<file path="config.mk">
export PLATFORM = sky130hd
export DESIGN_NAME = mem_access_arbiter_flat
export DESIGN_NICKNAME = d
export VERILOG_FILES = /design/src/rtl/mem_access_arbiter_if.sv /design/src/rtl/mem_access_arbiter.sv /design/src/flat_wrapper.sv
export SDC_FILE = /design/constraint.sdc
export NUM_CORES = 1
export LEC_CHECK = 0
export ABC_AREA = 1
export CORE_MARGIN = 2
export CORE_UTILIZATION = 42
export CTS_CLUSTER_SIZE = 30
export DETAILED_ROUTE_END_ITERATION = 10
export PLACE_DENSITY = 0.81
export SLEW_MARGIN = 20
export SYNTH_ARGS = -nofsm -noshare
export SYNTH_HDL_FRONTEND = slang
export SYNTH_SLANG_ARGS = --single-unit
</file>
<file path="constraint.sdc">
create_clock -name clk -period 1.6 [get_ports clk]
set_input_delay 0.32 -clock clk [delete_from_list [all_inputs] [get_ports clk]]
set_output_delay 0.32 -clock clk [all_outputs]
set_load 0.005 [all_outputs]
</file>
<file path="src/rtl/mem_access_arbiter_if.sv">
// Request/response channels for both requesters plus the data-memory bus.
// slave  : seen from the arbiter.
// master : seen from the requesters and the memory model.
interface mem_access_arbiter_if #(parameter int ADDR_W = 32);
  logic              r0_valid, r0_ready, r0_write, r0_is32;
  logic [ADDR_W-1:0] r0_addr;
  logic [31:0]       r0_wdata;
  logic              r0_resp_valid, r0_resp_err;
  logic [31:0]       r0_resp_rdata;

  logic              r1_valid, r1_ready, r1_write, r1_is32;
  logic [ADDR_W-1:0] r1_addr;
  logic [31:0]       r1_wdata;
  logic              r1_resp_valid, r1_resp_err;
  logic [31:0]       r1_resp_rdata;

  logic [ADDR_W-1:0] mem_addr;
  logic              mem_write_enable, mem_is32bitWrite;
  logic [7:0]        mem_bus_to_mem;
  logic [31:0]       mem_bus_to_mem_32;
  logic [7:0]        mem_bus_from_mem;
  logic [31:0]       mem_bus_from_mem_32;

  modport slave (
    input  r0_valid, r0_write, r0_is32, r0_addr, r0_wdata,
    output r0_ready, r0_resp_valid, r0_resp_rdata, r0_resp_err,
    input  r1_valid, r1_write, r1_is32, r1_addr, r1_wdata,
    output r1_ready, r1_resp_valid, r1_resp_rdata, r1_resp_err,
    output mem_addr, mem_write_enable, mem_is32bitWrite, mem_bus_to_mem, mem_bus_to_mem_32,
    input  mem_bus_from_mem, mem_bus_from_mem_32
  );

  modport master (
    output r0_valid, r0_write, r0_is32, r0_addr, r0_wdata,
    input  r0_ready, r0_resp_valid, r0_resp_rdata, r0_resp_err,
    output r1_valid, r1_write, r1_is32, r1_addr, r1_wdata,
    input  r1_ready, r1_resp_valid, r1_resp_rdata, r1_resp_err,
    input  mem_addr, mem_write_enable, mem_is32bitWrite, mem_bus_to_mem, mem_bus_to_mem_32,
    output mem_bus_from_mem, mem_bus_from_mem_32
  );
endinterface

</file>
<file path="src/rtl/mem_access_arbiter.sv">
// Two-requester round-robin arbiter/sequencer for the shared data memory.
// One access per three cycles: accept (IDLE) -> memory cycle (ACCESS) ->
// response strobe (RESP).
// Optional build macro MEM_ARB_ALIGN_CHECK_EN: misaligned 32-bit accesses
// are accepted but never reach memory and respond with resp_err=1, rdata=0.
module mem_access_arbiter #(
  parameter int ADDR_W = 32
) (
  input logic               clk,
  input logic               rst,
  mem_access_arbiter_if.slave bus
);

  typedef enum logic [1:0] {IDLE = 2'd0, ACCESS = 2'd1, RESP = 2'd2} state_e;

  state_e            state_q, state_d;
  logic              rr_q;        // requester favoured on the next tie
  logic              id_q;        // requester owning the current access
  logic              write_q, is32_q;
  logic [ADDR_W-1:0] addr_q;
  logic [31:0]       wdata_q;
  logic [1:0][31:0]  rdata_q;     // per-requester, holds between strobes
  logic [1:0]        err_q;
  logic [1:0]        req_vld;
  logic              gnt, gnt_id, access, resp, misal;
  logic [31:0]       rdata_d;

  assign req_vld = {bus.r1_valid, bus.r0_valid};

  // Grant only from IDLE; a lone requester wins outright, a tie goes to rr_q.
  always_comb begin
    gnt    = (state_q == IDLE) && !rst && (req_vld != 2'b00);
    gnt_id = (&req_vld) ? rr_q : req_vld[1];
  end

  assign access = (state_q == ACCESS) && !rst;
  assign resp   = (state_q == RESP) && !rst;

`ifdef MEM_ARB_ALIGN_CHECK_EN
  assign misal = is32_q && (addr_q[1:0] != 2'b00);
`else
  assign misal = 1'b0;
`endif

  // Read data captured from memory; writes and rejected accesses return 0.
  always_comb begin
    rdata_d = 32'h0;
    if (!write_q && !misal)
      rdata_d = is32_q ? bus.mem_bus_from_mem_32 : {24'h0, bus.mem_bus_from_mem};
  end

  // Next-state logic: every non-IDLE state lasts exactly one cycle.
  always_comb begin
    state_d = state_q;
    case (state_q)
      IDLE:    if (gnt) state_d = ACCESS;
      ACCESS:  state_d = RESP;
      RESP:    state_d = IDLE;
      default: state_d = IDLE;
    endcase
  end

  // State register; reset abandons any access in flight without a response.
  always_ff @(posedge clk) begin
    if (rst) state_q <= IDLE;
    else     state_q <= state_d;
  end

  // Request latch on grant, response capture during the memory cycle.
  always_ff @(posedge clk) begin
    if (rst) begin
      rr_q    <= 1'b0;
      id_q    <= 1'b0;
      write_q <= 1'b0;
      is32_q  <= 1'b0;
      addr_q  <= '0;
      wdata_q <= 32'h0;
      rdata_q <= '0;
      err_q   <= 2'b00;
    end else begin
      if (gnt) begin
        id_q    <= gnt_id;
        rr_q    <= ~gnt_id;
        write_q <= gnt_id ? bus.r1_write : bus.r0_write;
        is32_q  <= gnt_id ? bus.r1_is32  : bus.r0_is32;
        addr_q  <= gnt_id ? bus.r1_addr  : bus.r0_addr;
        wdata_q <= gnt_id ? bus.r1_wdata : bus.r0_wdata;
      end
      if (access) begin
        rdata_q[id_q] <= rdata_d;
        err_q[id_q]   <= misal;
      end
    end
  end

  assign bus.r0_ready      = gnt && !gnt_id;
  assign bus.r1_ready      = gnt &&  gnt_id;
  assign bus.r0_resp_valid = resp && !id_q;
  assign bus.r1_resp_valid = resp &&  id_q;
  assign bus.r0_resp_rdata = rdata_q[0];
  assign bus.r1_resp_rdata = rdata_q[1];
  assign bus.r0_resp_err   = err_q[0];
  assign bus.r1_resp_err   = err_q[1];

  // Memory bus is driven only during the access cycle, zero otherwise.
  assign bus.mem_addr          = access ? addr_q : '0;
  assign bus.mem_is32bitWrite  = access && is32_q;
  assign bus.mem_write_enable  = access && write_q && !misal;
  assign bus.mem_bus_to_mem    = access ? wdata_q[7:0] : 8'h0;
  assign bus.mem_bus_to_mem_32 = access ? wdata_q : 32'h0;

endmodule

</file>
<file path="src/flat_wrapper.sv">
// flat-port wrapper written by rule: the top's interface ports become plain ports
module mem_access_arbiter_flat 
#(
  parameter int ADDR_W = 32
)
  (clk, rst, bus_r0_valid, bus_r0_write, bus_r0_is32, bus_r0_addr, bus_r0_wdata, bus_r0_ready, bus_r0_resp_valid, bus_r0_resp_rdata, bus_r0_resp_err, bus_r1_valid, bus_r1_write, bus_r1_is32, bus_r1_addr, bus_r1_wdata, bus_r1_ready, bus_r1_resp_valid, bus_r1_resp_rdata, bus_r1_resp_err, bus_mem_addr, bus_mem_write_enable, bus_mem_is32bitWrite, bus_mem_bus_to_mem, bus_mem_bus_to_mem_32, bus_mem_bus_from_mem, bus_mem_bus_from_mem_32);
  mem_access_arbiter_if #(.ADDR_W(ADDR_W)) bus_i ();
  input logic clk;
  input logic rst;
  input wire logic [$bits(bus_i.r0_valid)-1:0] bus_r0_valid;
  input wire logic [$bits(bus_i.r0_write)-1:0] bus_r0_write;
  input wire logic [$bits(bus_i.r0_is32)-1:0] bus_r0_is32;
  input wire logic [$bits(bus_i.r0_addr)-1:0] bus_r0_addr;
  input wire logic [$bits(bus_i.r0_wdata)-1:0] bus_r0_wdata;
  output wire logic [$bits(bus_i.r0_ready)-1:0] bus_r0_ready;
  output wire logic [$bits(bus_i.r0_resp_valid)-1:0] bus_r0_resp_valid;
  output wire logic [$bits(bus_i.r0_resp_rdata)-1:0] bus_r0_resp_rdata;
  output wire logic [$bits(bus_i.r0_resp_err)-1:0] bus_r0_resp_err;
  input wire logic [$bits(bus_i.r1_valid)-1:0] bus_r1_valid;
  input wire logic [$bits(bus_i.r1_write)-1:0] bus_r1_write;
  input wire logic [$bits(bus_i.r1_is32)-1:0] bus_r1_is32;
  input wire logic [$bits(bus_i.r1_addr)-1:0] bus_r1_addr;
  input wire logic [$bits(bus_i.r1_wdata)-1:0] bus_r1_wdata;
  output wire logic [$bits(bus_i.r1_ready)-1:0] bus_r1_ready;
  output wire logic [$bits(bus_i.r1_resp_valid)-1:0] bus_r1_resp_valid;
  output wire logic [$bits(bus_i.r1_resp_rdata)-1:0] bus_r1_resp_rdata;
  output wire logic [$bits(bus_i.r1_resp_err)-1:0] bus_r1_resp_err;
  output wire logic [$bits(bus_i.mem_addr)-1:0] bus_mem_addr;
  output wire logic [$bits(bus_i.mem_write_enable)-1:0] bus_mem_write_enable;
  output wire logic [$bits(bus_i.mem_is32bitWrite)-1:0] bus_mem_is32bitWrite;
  output wire logic [$bits(bus_i.mem_bus_to_mem)-1:0] bus_mem_bus_to_mem;
  output wire logic [$bits(bus_i.mem_bus_to_mem_32)-1:0] bus_mem_bus_to_mem_32;
  input wire logic [$bits(bus_i.mem_bus_from_mem)-1:0] bus_mem_bus_from_mem;
  input wire logic [$bits(bus_i.mem_bus_from_mem_32)-1:0] bus_mem_bus_from_mem_32;
  assign bus_i.r0_valid = bus_r0_valid;
  assign bus_i.r0_write = bus_r0_write;
  assign bus_i.r0_is32 = bus_r0_is32;
  assign bus_i.r0_addr = bus_r0_addr;
  assign bus_i.r0_wdata = bus_r0_wdata;
  assign bus_r0_ready = bus_i.r0_ready;
  assign bus_r0_resp_valid = bus_i.r0_resp_valid;
  assign bus_r0_resp_rdata = bus_i.r0_resp_rdata;
  assign bus_r0_resp_err = bus_i.r0_resp_err;
  assign bus_i.r1_valid = bus_r1_valid;
  assign bus_i.r1_write = bus_r1_write;
  assign bus_i.r1_is32 = bus_r1_is32;
  assign bus_i.r1_addr = bus_r1_addr;
  assign bus_i.r1_wdata = bus_r1_wdata;
  assign bus_r1_ready = bus_i.r1_ready;
  assign bus_r1_resp_valid = bus_i.r1_resp_valid;
  assign bus_r1_resp_rdata = bus_i.r1_resp_rdata;
  assign bus_r1_resp_err = bus_i.r1_resp_err;
  assign bus_mem_addr = bus_i.mem_addr;
  assign bus_mem_write_enable = bus_i.mem_write_enable;
  assign bus_mem_is32bitWrite = bus_i.mem_is32bitWrite;
  assign bus_mem_bus_to_mem = bus_i.mem_bus_to_mem;
  assign bus_mem_bus_to_mem_32 = bus_i.mem_bus_to_mem_32;
  assign bus_i.mem_bus_from_mem = bus_mem_bus_from_mem;
  assign bus_i.mem_bus_from_mem_32 = bus_mem_bus_from_mem_32;
  mem_access_arbiter #(.ADDR_W(ADDR_W)) u_core (.clk(clk), .rst(rst), .bus(bus_i));
endmodule
</file>
==> results of run 1 <==
==> area by class of cell <==
| class | instances | area, um^2 | area share [%] |
|---|---|---|---|
| tap | 220 | 275.3 | 2.322 |
| clock inverter | 14 | 165.2 | 1.393 |
| multi-input combinational | 800 | 3541 | 29.87 |
| antenna | 1 | 2.502 | 0.02111 |
| sequential | 136 | 2735 | 23.08 |
| inverter | 206 | 778.2 | 6.566 |
| timing repair buffer | 392 | 3926 | 33.13 |
| clock buffer | 18 | 429.2 | 3.621 |
==> sequential cells by signal, indices dropped and copies added (netlist names) <==
| name | flops |
|---|---|
| u_core.addr_q | 32 |
| u_core.bus.r0_resp_rdata | 32 |
| u_core.bus.r1_resp_rdata | 32 |
| u_core.err_q | 2 |
| u_core.id_q | 1 |
| u_core.is32_q | 1 |
| u_core.rr_q | 1 |
| u_core.state_q | 2 |
| u_core.wdata_q | 32 |
| u_core.write_q | 1 |
==> cell usage after synthesis, drive strengths merged <==
cell and number:
dfxtp 136, buf 65, a21oi 57, clkbuf 8, nand2 424, nand3 6
nor2 305, inv 206, o21ai 8
==> worst reg2reg max path, delay by kind of cell, from the launching register on <==
| kind | cells | cell delay (ns) |
|---|---|---|
| buffers and inverters | 4 | 0.59 |
| flip-flops | 1 | 0.36 |
| AND/OR/NAND/NOR | 6 | 0.60 |
==> routing by layer <==
| metal | vias up | global-route usage [%] | routed length, um |
|---|---|---|---|
| li1 | 4152 | - | - |
| met2 | 380 | 47.05 | 13300 |
| met3 | 49 | 7.040 | 2093 |
| met1 | 3657 | 30.08 | 10040 |
| met5 | - | 0 | 0 |
| met4 | 0 | 11.29 | 765 |
==> path summary, 6_finish.rpt <==
kind	end	slack [ns]	cells after the start
worst min register to register	u_core.err_q[0]	0.45	2
worst min-delay path	u_core.err_q[0]	0.45	2
worst max register to register	u_core.wdata_q[31]	-0.05	10
worst max-delay path	bus_mem_addr[31]	-0.30	6
==> logic make-up after synthesis <==
kind of cell	count (synthesis)
AOI/OAI and AO/OA	65
buffers and inverters	279
and+or+nand+nor	735
DFF	136
==> stage by stage <==
step | hold WS [ns] | utilization, %
after detailed placement | 0.4452 | 64.57
after CTS | 0.4552 | 69.19
after global routing | 0.4762 | 71.98
after global placement | 0.4415 | 64.57
after floorplan | 0.4485 | -
final | 0.4510 | 71.98
==> timing repair <==
item | CTS | global route
gates resized for setup | 436 | 98
hold buffers | 0 | 0
cloned | 7 | 8
pin swaps | 4 | 9
buffers inserted | 11 | 4
endpoints found under the setup margin | 113 | 163
==> power by group <==
part | total, mW | leakage [nW] | switching, mW | internal [mW]
sequential | 3.70 | 1.12 | 0.0807 | 3.62
clock | 4.00 | 0.278 | 1.66 | 2.34
combinational | 2.37 | 5.20 | 1.23 | 1.14
total | 10.1 | 6.60 | 2.97 | 7.10
==> flow_metrics.env, run 1 <==
export IMPL_ys_seq_area_share_pct=38.73
export IMPL_syn_instance_count=1215
export IMPL_cp_slowest_cell="dfxtp_4"
export IMPL_run_status="complete, but fails checks"
export IMPL_place_congestion=0.8291
export IMPL_synth_area_um2=7030
export IMPL_antenna_left=0
export IMPL_violations="setup timing"
export IMPL_root_buffer="clkbuf_16"
export IMPL_fp_dieH_um=133.4
export IMPL_yosys_area_share_simple_pct=39.53
export IMPL_wire_per_inst_um=14.66
export IMPL_dp_cells=1728
export IMPL_synth_net_count=1391
export IMPL_p_leak_nw=6.596
export IMPL_tns_ns=-18.22
export IMPL_cts_tree="built"
export IMPL_synth_area_top_cells="dfxtp_1, nand2_1, nor2_1"
export IMPL_vias_per_cell=4.610
export IMPL_grt_pass1_vias=7330
export IMPL_cts_sinks=136
export IMPL_synthXorXnorAreaFrac_pct=0
export IMPL_crit_path_start_kind="flop"
export IMPL_grt_pass1_wl_um=37100
export IMPL_ctsLongestPathBuffers=2
export IMPL_fin_total_pwr_mw=10.07
export IMPL_avgSynthCellArea_um2=5.786
export IMPL_grt_util_all_layers_pct=26.54
export IMPL_cts_buffers=17
export IMPL_ios=320
export IMPL_yosysTopAreaCellShare_pct=38.73
export IMPL_slew_headroom_pct=59.35
export IMPL_io_buffers=319
export IMPL_max_cap_violations=0
export IMPL_syn_to_final_growth_pct=68.59
export IMPL_dp_hpwl_um=15990
export IMPL_cp_buffers_inverters=3
export IMPL_cpMostUsedCell="nor2_4"
export IMPL_peakVddDrop_mv=0.7548
export IMPL_overflow=0
export IMPL_path_clk_slew_ns=0.06
export IMPL_period_share_pct=118.9
export IMPL_fill_cells=1283
export IMPL_worstPathArrival_ns=1.58
export IMPL_worst_pin_slew_ns=0.6097
export IMPL_design_area_um2=11850
export IMPL_finalHoldViolations=0
export IMPL_p_per_area_nw_per_um2=849.5
export IMPL_first_pass_iters=5
export IMPL_drc=0
export IMPL_hp_class="reg2reg"
export IMPL_synth_compound_area_share_pct=4.627
export IMPL_finalCriticalPeriod_ns=1.903
export IMPL_synth_cell_type_count=15
export IMPL_dp_slack_ns=-0.7098
export IMPL_via_count=8238
export IMPL_grt_max_degree=80
export IMPL_first_iter_violations=501
export IMPL_row_count=47
export IMPL_path_max_fanout=7
export IMPL_clk_latency_ns=0.42
export IMPL_worstHoldStart="u_core.err_q[0]"
export IMPL_fin_cells=1787
export IMPL_cp_data_required_time_ns=1.28
export IMPL_post_dp_cell_area_um2=10630
export IMPL_setup_viol=102
export IMPL_start_util_pct=42.70
export IMPL_end_kind="output port"
export IMPL_critical_path_cell_chain="nor2_4, nand2_4, buf_8, buf_16, nor2_4, buf_6"
export IMPL_crit_family="buffers and inverters"
export IMPL_antenna_found_initial=1
export IMPL_reg2reg_from="u_core.state_q[1]"
export IMPL_critPathMaxStageDelay_ns=0.36
export IMPL_synthMuxAreaShare_pct=0
export IMPL_core_area_um2=16470
export IMPL_synth_area_leader_cell="dfxtp_1"
export IMPL_mostFrequentLayoutCells="nand2_1, nor2_1, inv_1"
export IMPL_final_common_cell="nand2_1"
export IMPL_synthAdderAreaFrac_pct=0
export IMPL_clock_skew_ns=0.009662
export IMPL_synth_top_family_by_area="simple AND/OR/NAND/NOR gates"
export IMPL_final_layout_size_suffix_gt1_share_pct=16.86
export IMPL_cts_htree_levels=4
export IMPL_slew_violations=0
export IMPL_ys_ff_latch=136
export IMPL_routed_wl_um=26200
export IMPL_ys_warn_count=0
export IMPL_critPathLaunch="u_core.state_q[1]"
export IMPL_crit_type="reg2out"
export IMPL_dieArea_um2=17790
export IMPL_final_nets=1729
export IMPL_setup_slack_ns=-0.3029
export IMPL_rsz0062_at_grt="true"
export IMPL_fmax_ghz=0.5255
export IMPL_die_w_um=133.4
No activity file was read; power rests on OpenSTA's default activity.
==> run 2, diff against run 1 <==
- HOLD_SLACK_MARGIN: unset -> 0.08
==> results of run 2 <==
No change in the layout: final DEF, timing and power equal those of run 1.
==> run 3, diff against run 2 <==
- CORE_UTILIZATION: 42 -> 40
- PLACE_DENSITY: 0.81 -> 0.78
==> flow_metrics.env, run 3 (synthesis results as in run 1) <==
export IMPL_final_nets=1714
export IMPL_vias_per_cell=4.472
export IMPL_fin_total_pwr_mw=10.38
export IMPL_period_share_pct=114.5
export IMPL_overflow=0
export IMPL_p_leak_nw=6.664
export IMPL_start_util_pct=40.79
export IMPL_place_congestion=0.8266
export IMPL_cts_tree="built"
export IMPL_antenna_left=0
export IMPL_path_clk_slew_ns=0.05
export IMPL_multi_input_area_um2=3506
export IMPL_antenna_found_initial=0
export IMPL_slew_headroom_pct=64.13
export IMPL_via_count=7938
export IMPL_hp_class="reg2reg"
export IMPL_tns_ns=-13.26
export IMPL_cts_htree_levels=4
export IMPL_grt_pass1_vias=7219
export IMPL_grt_pass1_wl_um=35270
export IMPL_cp_data_required_time_ns=1.28
export IMPL_first_iter_violations=362
export IMPL_ctsLongestPathBuffers=2
export IMPL_setup_viol=76
export IMPL_rsz0062_at_grt="true"
export IMPL_dp_hpwl_um=16070
export IMPL_dieArea_um2=18650
export IMPL_routed_wl_um=24460
export IMPL_path_max_fanout=6
export IMPL_fmax_ghz=0.5459
export IMPL_clock_skew_ns=0.005415
export IMPL_syn_to_final_growth_pct=65.81
export IMPL_fill_cells=1509
export IMPL_n_antenna_cell=0
export IMPL_met3_usage_pct=6.852
export IMPL_fp_dieH_um=136.6
export IMPL_grt_util_all_layers_pct=24.23
export IMPL_slew_violations=0
export IMPL_crit_type="reg2out"
export IMPL_row_count=48
export IMPL_clk_latency_ns=0.42
export IMPL_cts_sinks=136
export IMPL_drc=0
export IMPL_regArea_um2=2734
export IMPL_grt_max_degree=86
export IMPL_fin_cells=1775
export IMPL_final_layout_size_suffix_gt1_share_pct=15.68
export IMPL_violations="setup timing"
export IMPL_cts_buffers=17
export IMPL_grt_use_met1_pct=26.90
export IMPL_peakVddDrop_mv=0.7355
export IMPL_root_buffer="clkbuf_16"
export IMPL_met2_usage_pct=44.14
export IMPL_setup_slack_ns=-0.2318
export IMPL_final_common_cell="nand2_1"
export IMPL_dp_cells=1726
export IMPL_first_pass_iters=5
export IMPL_end_kind="output port"
export IMPL_worst_pin_slew_ns=0.5381
export IMPL_cts_hold_buf=0
export IMPL_busiest_layer="met2"
export IMPL_timing_hold_ws_ns=0.4514
export IMPL_core_area_um2=17240
export IMPL_finalHoldViolations=0
export IMPL_die_w_um=136.6
export IMPL_wire_per_inst_um=13.78
export IMPL_finalCriticalPeriod_ns=1.832
export IMPL_run_status="complete, but fails checks"
export IMPL_p_per_area_nw_per_um2=890.3
export IMPL_max_cap_violations=0
export IMPL_worstPathArrival_ns=1.51
export IMPL_mostFrequentLayoutCells="nand2_1, nor2_1, inv_1"
export IMPL_io_buffers=319
export IMPL_ios=320
export IMPL_crit_path_start_kind="flop"
## run 3: cell types whose count changed in the layout (fill, tap and decap cells not counted), sizes merged
| cell | change |
|---|---|
| clkinvlp | -2 |
| inv | -7 |
| buf | -25 |
| diode | -1 |
| bufinv | +4 |
| dlymetal6s2s | +12 |
| clkinv | +3 |
| clkbuf | +9 |
| dlygate4sd2 | -10 |
## run 3: what timing repair did
| item | 4_1_cts | 5_1_grt |
|---|---|---|
| pin swaps | 4 | 9 |
| hold endpoints to repair | 0 | 0 |
| resized for setup | 275 | 217 |
| gates cloned | 2 | 4 |
| endpoints found under the setup margin | 164 | 114 |
| setup buffers | 6 | 8 |
## run 3: metrics by stage
| stage | util, % | area, um^2 | setup WS, ns |
|---|---|---|---|
| floorplan | - | 7030 | 0.2626 |
| global placement | 61.34 | 10570 | -0.7268 |
| detailed placement | 61.34 | 10570 | -0.7491 |
| CTS | 66.42 | 11450 | -0.4854 |
| global route | 67.63 | 11660 | -0.2929 |
| finish | 67.63 | 11660 | -0.2318 |
## run 3: final cells by class
type,count,area share (%)
Clock inverter,12,1.910
Sequential cell,136,23.45
Timing Repair Buffer,377,31.59
Inverter,206,6.676
Multi-Input combinational cell,800,30.07
Clock buffer,19,3.885
Tap cell,225,2.415
## run 3: critical path, cell delays in order, from the launching register on
cell and delay (ns):
dfxtp_2 0.33, nor2_4 0.13, nand2_4 0.09, buf_12 0.16
clkbuf_16 0.18, nor2_2 0.08, buf_2 0.11
## run 3: power by group
part           switching [mW]  leakage [nW]  internal (mW)
clock                    1.51         0.325           3.00
combinational            1.13          5.22           1.03
sequential             0.0834          1.12           3.62
total                    2.73          6.66           7.65
## run 3: worst paths after layout
check / slack [ns] / cells after the start / endpoint / from
worst max-delay path: -0.23 / 6 / bus_mem_addr[25] / u_core.state_q[1]
worst min-delay path: 0.45 / 2 / u_core.err_q[1] / u_core.err_q[1]
worst max register to register: 0.07 / 8 / u_core.wdata_q[7] / u_core.state_q[1]
worst min register to register: 0.45 / 2 / u_core.err_q[1] / u_core.err_q[1]
## run 3: layer usage
| layer | wire [um] | vias up |
|---|---|---|
| met2 | 12510 | 298 |
| met4 | 638 | 0 |
| met3 | 2066 | 43 |
| li1 | - | 4113 |
| met1 | 9249 | 3484 |
| met5 | 0 | - |
